===== config.mk =====
export PLATFORM = sky130hd
export DESIGN_NAME = matvec_result_serializer
export DESIGN_NICKNAME = d
export VERILOG_FILES = /design/src/rtl/matvec_result_serializer.sv
export SDC_FILE = /design/constraint.sdc
export NUM_CORES = 1
export LEC_CHECK = 0
export ABC_AREA = 1
export CAP_MARGIN = 20
export CORE_ASPECT_RATIO = 1.75
export CORE_MARGIN = 2
export CORE_UTILIZATION = 51
export CTS_CLUSTER_SIZE = 20
export DETAILED_ROUTE_END_ITERATION = 12
export GPL_TIMING_DRIVEN = 0
export PLACE_DENSITY = 0.8
export SYNTH_ARGS = -nofsm -noshare
export SYNTH_HDL_FRONTEND = slang
export SYNTH_SLANG_ARGS = --single-unit

===== constraint.sdc =====
create_clock -name clk -period 2.4 [get_ports clk]
set_clock_uncertainty 0.05 [all_clocks]
set_input_delay 0.24 -clock clk [delete_from_list [all_inputs] [get_ports clk]]
set_output_delay 0.24 -clock clk [all_outputs]
set_load 0.01 [all_outputs]

===== src/rtl/matvec_result_serializer.sv =====
// Captures R signed row results on y_valid and streams them LSB-byte-first, row 0 first, over valid/ready.
// First byte is presented the cycle after capture; stalls hold data, counter and buffer while o_ready is low.
module matvec_result_serializer #(
    parameter int R   = 8,
    parameter int W_Y = 19,
    parameter int W_O = 8
) (
    input  logic             clk,
    input  logic             rst_n,
    input  logic [R*W_Y-1:0] y,
    input  logic             y_valid,
    output logic [W_O-1:0]   o_data,
    output logic             o_valid,
    input  logic             o_ready,
    output logic             o_last,
    output logic             busy,
    output logic             overflow,
    input  logic             clr_ovf
);

    localparam int NB     = (W_Y + W_O - 1) / W_O;
    localparam int NBYTES = R * NB;
    localparam int YB     = NB * W_O;
    localparam int CW     = (NBYTES > 1) ? $clog2(NBYTES) : 1;

    typedef enum logic {
        S_IDLE = 1'b0,
        S_SEND = 1'b1
    } state_t;

    state_t              r_state;
    state_t              w_state_nxt;
    logic [CW-1:0]       r_cnt;
    logic [NBYTES*W_O-1:0] r_buf;
    logic [NBYTES*W_O-1:0] w_ext;
    logic                r_ovf;
    logic                w_send;
    logic                w_hs;
    logic                w_at_last;
    logic                w_done;
    logic                w_capture;
    logic                w_drop;

    // Each row occupies NB consecutive bytes, so byte cnt of the frame sits at bit cnt*W_O.
    always_comb begin
        w_ext = '0;
        for (int r = 0; r < R; r++) begin
            w_ext[r*YB +: YB] = YB'($signed(y[r*W_Y +: W_Y]));
        end
    end

    assign w_send    = (r_state == S_SEND);
    assign w_hs      = w_send && o_ready;
    assign w_at_last = (r_cnt == CW'(NBYTES - 1));
    assign w_done    = w_hs && w_at_last;
    // A capture on the final handshake chains frames; anything else while sending is lost.
    assign w_capture = y_valid && (!w_send || w_done);
    assign w_drop    = y_valid && w_send && !w_done;

    always_ff @(posedge clk or negedge rst_n) begin
        if (!rst_n) begin
            r_state <= S_IDLE;
        end else begin
            r_state <= w_state_nxt;
        end
    end

    always_comb begin
        w_state_nxt = r_state;
        case (r_state)
            S_IDLE:  if (y_valid) w_state_nxt = S_SEND;
            S_SEND:  if (w_done && !y_valid) w_state_nxt = S_IDLE;
            default: w_state_nxt = S_IDLE;
        endcase
    end

    always_comb begin
        o_valid  = w_send;
        busy     = w_send;
        o_last   = w_send && w_at_last;
        o_data   = w_send ? r_buf[r_cnt*W_O +: W_O] : '0;
        overflow = r_ovf;
    end

    always_ff @(posedge clk or negedge rst_n) begin
        if (!rst_n) begin
            r_cnt <= '0;
            r_buf <= '0;
            r_ovf <= 1'b0;
        end else begin
            if (w_capture || w_done) begin
                r_cnt <= '0;
            end else if (w_hs) begin
                r_cnt <= r_cnt + CW'(1);
            end
            if (w_capture) begin
                r_buf <= w_ext;
            end
            if (w_drop) begin
                r_ovf <= 1'b1;
            end else if (clr_ovf) begin
                r_ovf <= 1'b0;
            end
        end
    end

endmodule

# After elaboration in Yosys (flattened, before gate mapping)
# Index checks and enable logic that the tools add are counted.
[classes]
addsub = 1
eq_ne = 1
shift = 1
mux = 8
bitwise = 1
reduce_logical = 14
[op_table]
columns = ["op", "n"]
rows = [
  ["192-bit by 9-bit indexed part select with 8-bit output", 1],
  ["5-bit two-way mux", 2],
  ["8-bit two-way mux", 1],
  ["1-bit logical AND", 7],
  ["5-bit by 1-bit adder with 5-bit output, second input constant", 1],
  ["5-bit equality test, second input constant", 1],
  ["1-bit two-way mux", 4],
  ["2-bit nonzero test", 2],
  ["1-bit zero test", 3],
  ["1-bit logical OR", 2],
  ["1-bit case mux with 2 select lines", 1],
  ["1-bit NOT", 1],
]
[totals]
reg_bits = 194
input_bits = 157
output_inout_bits = 12
word_cells = 30

# Depth between registers and ports, before layout
# Gate-level depths: netlist (run 1).
[logic_depth]
word_depth = 6
ltp_mapped = 11

# Worst setup path after synthesis (run 1)
# Ideal clock, no wire load.
[synth_path]
kind = "flip-flop to output port"
from = "register r_cnt[0]"
to = "output port o_data[0]"
arrival_ns = 1.483
required_ns = 2.110
slack_ns = 0.627
stages_incl_launch_ff = 8
n_path_buf = 2
cell_sequence = "dfrtp_1 > clkinv_1 > buf_2 > clkbuf_1 > nor2_1 > o211ai_1 > nand3_1 > a21oi_1"
[synth_between]
elab_chain_len = 2
[synth_rtl]
columns = ["item", "line", "rtl"]
rows = [
  ["start: declaration", "33", "logic [CW-1:0] r_cnt;"],
  ["start signal: assignment", "94", "r_cnt <= r_cnt + CW'(1);"],
  ["192-bit by 9-bit indexed part select with 8-bit output", "81", "o_data = w_send ? r_buf[r_cnt*W_O +: W_O] : '0;"],
  ["8-bit two-way mux", "81", ""],
  ["end: declaration", "12", "output logic [W_O-1:0] o_data,"],
]
# No other way between the ends.

# Final worst setup path (run 1)
[layout_path]
from = "register r_cnt[0]"
to = "output port o_data[3]"
# Same word-level chain as after synthesis.

==> metrics.md, run 1 <==
| Metric | Value |
|---|---|
| First-pass GRT wire length | around 41,000 µm |
| Worst vdd ir | between 0.7 and 0.8 mV |
| Int Pwr | 0.00786 W |
| Via density | 5.40 |
| Syn nets | 1,219 |
| Unrepaired setup endpoints after global routing | true |
| # DRC | 0 |
| CTS Buffer Depth | 2 |
| Io pins | about 170 |
| Design Area, Final | roughly 11,000 µm² |
| Layout cells sized above 1 | 0.120 |
| Vias | approximately 8k |
| Layout Area Growth over Synthesis | 38.5% |
| TNS Setup | -0.00487 ns |
| Final setup vio count | 2 |
| Fmax | 416 MHz |
| Clock latency on the worst-skew pair | roughly 0.43 ns |
| Setup crit end kind | output port |
| Yosys reg bits | roughly 160 |
| Top cell by count, worst path | nand3_1 |
| Die W | 97.6 µm |
| Minimum clock period | between 2 and 2.5 ns |
| R2r startpoint | r_cnt[3] |
| Most used cells in the layout excluding fill and tap cells | nand2_1 (562), clkdlybuf4s50_1 (158), dfrtp_1 (157) |
| All-Layer GR Usage | 0.326 |
| Reg-to-reg endpoint | r_buf[160] |
| HPWL Detailed | 19,000 µm |
| R2r setup slk | ~0.070 ns |
| Worst-path cell chain | clkinv_4 > buf_12 > a21oi_4 > nand2_1 > nand3_1 > nand3_1 > nand3_1 > a21oi_2 > buf_2 |
| # Max-Cap Violations | 0 |
| PnR worst setup slack | -0.00252 ns |
| DR WL/cell | about 18 µm |
| Commonest non-fill, non-tap cell in the layout | nand2_1 |
| Synth Cell Area | 7810 µm² |
| Slowest cell on crit path | dfrtp_2 |
| Share of power burned in registers | 0.361 |
| Iteration-0 DRC count of the detailed router | 596 |
| Average cell area after synthesis | approximately 7.4 µm² |
| Logic pwr share | 0.437 |
| CP peak stage delay | slightly below 0.5 ns |
| Final WL | ~26,000 µm |
| CTS tree | done |
| Worst EP required | 2.11 ns |
| Tcrit/Tclk final | 1.00 |
| Number of port buffers | 168 |
| Worst Reg-to-Reg Cells | 8 |
| Nets | around 1.4k |
| Die Area | roughly 16,000 µm² |
| GRT Residual Overflow | 0 |
| Worst EP arrival | approximately 2.1 ns |
| Fin. Hold Viols | 0 |
| Vias in the first global route | roughly 8k |
| Worst-path maximum fanout | 8 |
| Min-delay worst type | in2async |
| Slew headroom | 0.507 |
| Core area | about 15,000 µm² |
| Slew Viols, Final | 0 |
| Root Driver | clkbuf_16 |
| Sw power | roughly 0.0055 W |
| RD Place Congestion | about 0.99 |
| Die H | about 170 µm |
| Routed Antenna Nets | 0 |
| CTS Buf Count | 17 |
| Power Total | between 0.01 and 0.015 W |
| Register area share after synthesis | 0.509 |
| Initial core utilization | 0.524 |
| Num rows | between 50 and 60 |
| H-tree depth | 4 |
| Clk pwr share | 0.202 |
| Failing checks | negative setup slack |
| Worst-path clk slew | 0.07 ns |
| Synth cell types | 26 |
| Antenna violations before repair | 0 |
| Largest net degree at the start of global routing | 101 |
| Setup CP Type | reg2out |
| Net Sw Frac | 0.410 |
| Slew @ Worst Pin | approximately 0.74 ns |
| Status | finished, violations left |
| Gate Count Post-Synth | 1,061 |
| Startpoint Class | flop |
| Leakage | between 5 and 6 nW |
| Drt pass-1 iters | 5 |
| Sink Count | 159 |
| PwrDens | 1230 nW/µm² |
| ANT cells | 0 |
| Dpl cell area | around 9800 µm² |
| Yosys warns | 0 |
## sequential cells by signal (all words and copies together) (netlist names)
register and count:
r_buf 152, overflow 1, r_cnt 5, busy 1
## routing by layer
layer  up-vias  track usage  wire (µm)
met3        94       0.0422       1700
li1       3713            -          -
met5         -            0          0
met1      3642        0.371       9350
met2       390        0.578      13800
met4         0        0.194       1580
## critical path: cells and delay by family, from the launching register on
kind                   cells  cell delay (ns)
flip-flops                 1             0.49
AO/OA/AOI/OAI              2             0.30
buffers and inverters      3             0.52
AND/OR/NAND/NOR            4             0.38
## cell usage after synthesis (all sizes together)
cell type	number	area [µm²]
inv	42	158
o22ai	1	6.26
nor2	29	109
xor2	1	8.76
ha	1	12.5
o21ai	52	260
clkbuf	22	82.6
buf	42	313
dfrtp	159	3980
clkinv	2	8.75
or2	1	6.26
nor3	2	21.3
nor3b	1	7.51
nand2	568	2140
nand3	117	586
a21oi	17	85.1
o211ai	4	30.0
## through the flow
step                      std cells  worst slack [ns]  hold slack (ns)  utilization
after floorplan                1061             0.627           -0.106            -
after global placement         1412             -5.30            0.409        0.652
after detailed placement       1413            -0.461            0.191        0.654
after CTS                      1447           -0.0411            0.288        0.709
after global routing           1453           -0.0818            0.299        0.726
final                          1453          -0.00252            0.280        0.726
## power groups by stage
stage | logic (W) | registers (W) | clock network, W
2_1_floorplan | 0.00328 | 0.00445 | 0
3_3_place_gp | 0.00498 | 0.00472 | 0
3_5_place_dp | 0.00507 | 0.00474 | 0
4_1_cts | 0.00540 | 0.00474 | 0.00269
5_1_grt | 0.00639 | 0.00491 | 0.00281
6_report | 0.00582 | 0.00480 | 0.00269
## cells by family after synthesis
family,synth area share
xor+xnor,0.00112
flops,0.509
buf+inv,0.0719
simple gates,0.367
fa+ha+maj,0.00160
compound gates,0.0488
## how the worst max path moves through the flow
stage | startpoint | end | slack [ns] | cells past startpoint
3_3_place_gp | rst_n | r_buf[130] | -5.30 | 1
6_report | r_cnt[0] | o_data[3] | -0.003 | 9
3_5_place_dp | r_cnt[0] | o_data[3] | -0.46 | 9
5_1_grt | r_cnt[0] | o_data[2] | -0.08 | 9
4_1_cts | r_cnt[0] | o_data[2] | -0.04 | 9
2_1_floorplan | r_cnt[0] | o_data[0] | 0.63 | 7
## repair_timing
item / in CTS / in global routing
buffers inserted: 1 / 3
endpoints found under the hold margin: 59 / 0
gates cloned: 0 / 3
gates resized for setup: 112 / 66
hold buffers: 1 / 0
setup endpoints to repair: 9 / 10
pin swaps: 3 / 16
## final cells by class
| class | count | area (µm²) |
|---|---|---|
| fillers | 1208 | 4090 |
| flip-flops and latches | 159 | 3980 |
| multi-input cells | 794 | 3440 |
| repair buffers | 177 | 1790 |
| plain buffers | 64 | 632 |
| clock buffers | 20 | 457 |
| well taps | 183 | 229 |
| inverters | 44 | 176 |
| clock inverters | 12 | 125 |
Note: power is estimated with default switching activity, not from simulation.
==> run 2, diff against run 1 <==
--- a/config.mk
+++ b/config.mk
@@ -14,6 +14,7 @@
 export DETAILED_ROUTE_END_ITERATION = 12
 export GPL_TIMING_DRIVEN = 0
 export PLACE_DENSITY = 0.8
+export REMOVE_ABC_BUFFERS = 1
 export SYNTH_ARGS = -nofsm -noshare
 export SYNTH_HDL_FRONTEND = slang
 export SYNTH_SLANG_ARGS = --single-unit
==> metrics.md, run 2 (synthesis gave the netlist of run 1 again) <==
| Metric | Value |
|---|---|
| # DRC | 0 (unchanged) |
| Die W | 97.6 µm (unchanged) |
| Initial core utilization | 0.524 (unchanged) |
| Dpl cells | 1,353 (was 1,413) |
| Setup CP Type | reg2out (unchanged) |
| Core area | 14,900 µm² (unchanged) |
| Fillers | 1,150 (was 1,208) |
| Failing checks | negative setup slack (unchanged) |
| HPWL Detailed | 13,400 µm (was 19,000 µm) |
| Fin. Hold Viols | 0 (unchanged) |
| Io pins | 169 (unchanged) |
| First-pass GRT wire length | 39,300 µm (was 40,800 µm) |
| Reg with most FFs | r_buf (unchanged) |
| Max reg flops | 152 (unchanged) |
| Vias in the first global route | 7,873 (was 7,996) |
| Leakage | 5.45 nW (was 5.41 nW) |
| Num rows | 59 (unchanged) |
| Buf+Inv Stages, Crit Path | 4 (was 3) |
| Critical path's top delay family | buffers and inverters (unchanged) |
| Routed Antenna Nets | 0 (unchanged) |
| Worst-path clk slew | 0.06 ns (was 0.07 ns) |
| PwrDens | 1230 nW/µm² (about the same) |
| Largest net degree at the start of global routing | 88 (was 101) |
| PnR worst setup slack | -0.0649 ns (was -0.00252 ns) |
| CTS Buffer Depth | 2 (unchanged) |
| Antenna violations before repair | 2 (was 0) |
| Tcrit/Tclk final | 1.03 (was 1.00) |
| Die H | 168 µm (unchanged) |
| Top cell by count, worst path | nand3_2 (was nand3_1) |
| Via density | 5.59 (was 5.40) |
| Die Area | 16,400 µm² (unchanged) |
| Worst EP required | 2.11 ns (about the same) |
| Vias | 7,980 (was 7,839) |
| Worst slack at placement | -1.86 ns (was -0.461 ns) |
| Nets | 1,388 (was 1,415) |
| Status | finished, violations left (unchanged) |
| GRT Residual Overflow | 0 (unchanged) |
| CTS tree | done (unchanged) |
| Minimum clock period | 2.46 ns (was 2.40 ns) |
| Worst-path maximum fanout | 8 (unchanged) |
| Worst-path cell chain | buf_12 > buf_4 > clkinv_8 > nand2_1 > nand2_2 > nand3_2 > nand3_2 > nand3_2 > a21oi_2 > buf_2 (was clkinv_4 > buf_12 > a21oi_4 > nand2_1 > nand3_1 > nand3_1 > nand3_1 > a21oi_2 > buf_2) |
| Most used cells in the layout excluding fill and tap cells | nand2_1 (557), clkdlybuf4s50_1 (158), dfrtp_1 (154) (was nand2_1 (562), clkdlybuf4s50_1 (158), dfrtp_1 (157)) |
| Layout Area Growth over Synthesis | 40.6% (was 38.5%) |
| Drt pass-1 iters | 5 (unchanged) |
| Number of port buffers | 168 (unchanged) |
| CP peak stage delay | 0.52 ns (was 0.49 ns) |
| Slew @ Worst Pin | 0.546 ns (was 0.737 ns) |
| RD Place Congestion | 0.818 (was 0.990) |
| Worst vdd ir | 0.767 mV (was 0.792 mV) |
| # Max-Cap Violations | 0 (unchanged) |
| Fin cells | 1,428 (was 1,453) |
| All-Layer GR Usage | 0.305 (was 0.326) |
| CTS Buf Count | 17 (unchanged) |
| Final WL | 26,400 µm (was 26,500 µm) |
| Startpoint Class | flop (unchanged) |
| Commonest non-fill, non-tap cell in the layout | nand2_1 (unchanged) |
| Min-delay worst type | in2reg (was in2async) |
| Power Total | 0.0135 W (was 0.0133 W) |
| TNS Setup | -0.224 ns (was -0.00487 ns) |
| R2r setup slk | 0.11 ns (was 0.07 ns) |
| Slowest cell on crit path | dfrtp_4 (was dfrtp_2) |
| Largest regs | r_buf (152), r_cnt (5) (unchanged) |
| Fmax | 406 MHz (was 416 MHz) |
| Hold slack final | 0.295 ns (was 0.280 ns) |
| DR WL/cell | 18.5 µm (was 18.2 µm) |
| Setup crit end kind | output port (unchanged) |
| H-tree depth | 4 (unchanged) |
| Root Driver | clkbuf_16 (unchanged) |
| Sink Count | 159 (unchanged) |
| Iteration-0 DRC count of the detailed router | 601 (was 596) |
| Worst EP arrival | 2.17 ns (was 2.11 ns) |
| Slew headroom | 0.636 (was 0.507) |
| Unrepaired setup endpoints after global routing | true (unchanged) |
| Final setup vio count | 7 (was 2) |
| Layout cells sized above 1 | 0.110 (was 0.120) |
| Slew Viols, Final | 0 (unchanged) |
| Clock latency on the worst-skew pair | 0.42 ns (was 0.43 ns) |
## run 2: final cells by class
cell class	count	area, µm²	share of cell area
Antenna cell	3	7.51	0.000683
Sequential cell	159	3990	0.363
Timing Repair Buffer	209	2390	0.218
Clock inverter	12	159	0.0145
Multi-Input combinational cell	796	3500	0.319
Inverter	44	226	0.0206
Timing Repair inverter	3	41.3	0.00376
Tap cell	183	229	0.0208
Clock buffer	19	433	0.0394
## run 2: worst paths after layout
| path | from | to | cells past startpoint |
|---|---|---|---|
| worst max-delay path | r_cnt[0] | o_data[7] | 10 |
| worst min-delay path | y[148] | r_buf[183] | 3 |
| worst max register to register | r_cnt[1] | r_buf[96] | 11 |
| worst min register to register | r_buf[14] | r_buf[14] | 2 |
| max in group asynchronous | rst_n | r_cnt[2] | 3 |
| min in group asynchronous | rst_n | r_buf[62] | 2 |
## run 2: worst register-to-register path: stages (launching register included)
cell       delay (ns)
dfrtp_4          0.50
ha_1             0.23
inv_2            0.07
nor3_4           0.17
nand2_2          0.12
nand2_4          0.13
nand2_8          0.08
buf_16           0.20
clkinv_16        0.13
bufbuf_16        0.35
nand2_1          0.06
o21ai_0          0.12
## run 2: routing by layer
layer,up-vias,global-route usage,wire length (µm)
met3,102,0.0413,1740
met5,-,0,0
met2,434,0.536,13800
met4,0,0.183,1500
met1,3775,0.352,9370
li1,3669,-,-
## run 2: timing repair
item / in CTS / in global routing
buffers inserted: 13 / 10
hold buffers: 1 / 0
endpoints found under the setup margin: 168 / 95
resized for setup: 81 / 41
pin swaps: 3 / 17
cloned: 10 / 7
hold endpoints to repair: 72 / 0
## run 2: where the power goes
part,internal (W),total [W],switching [W]
Clock,0.00164,0.00277,0.00113
Sequential,0.00398,0.00475,0.000770
Combinational,0.00246,0.00594,0.00349
## run 2: per-stage QoR
step	cell area, µm²	utilization
floorplan	7420	-
global placement	9330	0.626
detailed placement	9470	0.635
CTS	10600	0.711
global route	11000	0.736
finish	11000	0.737
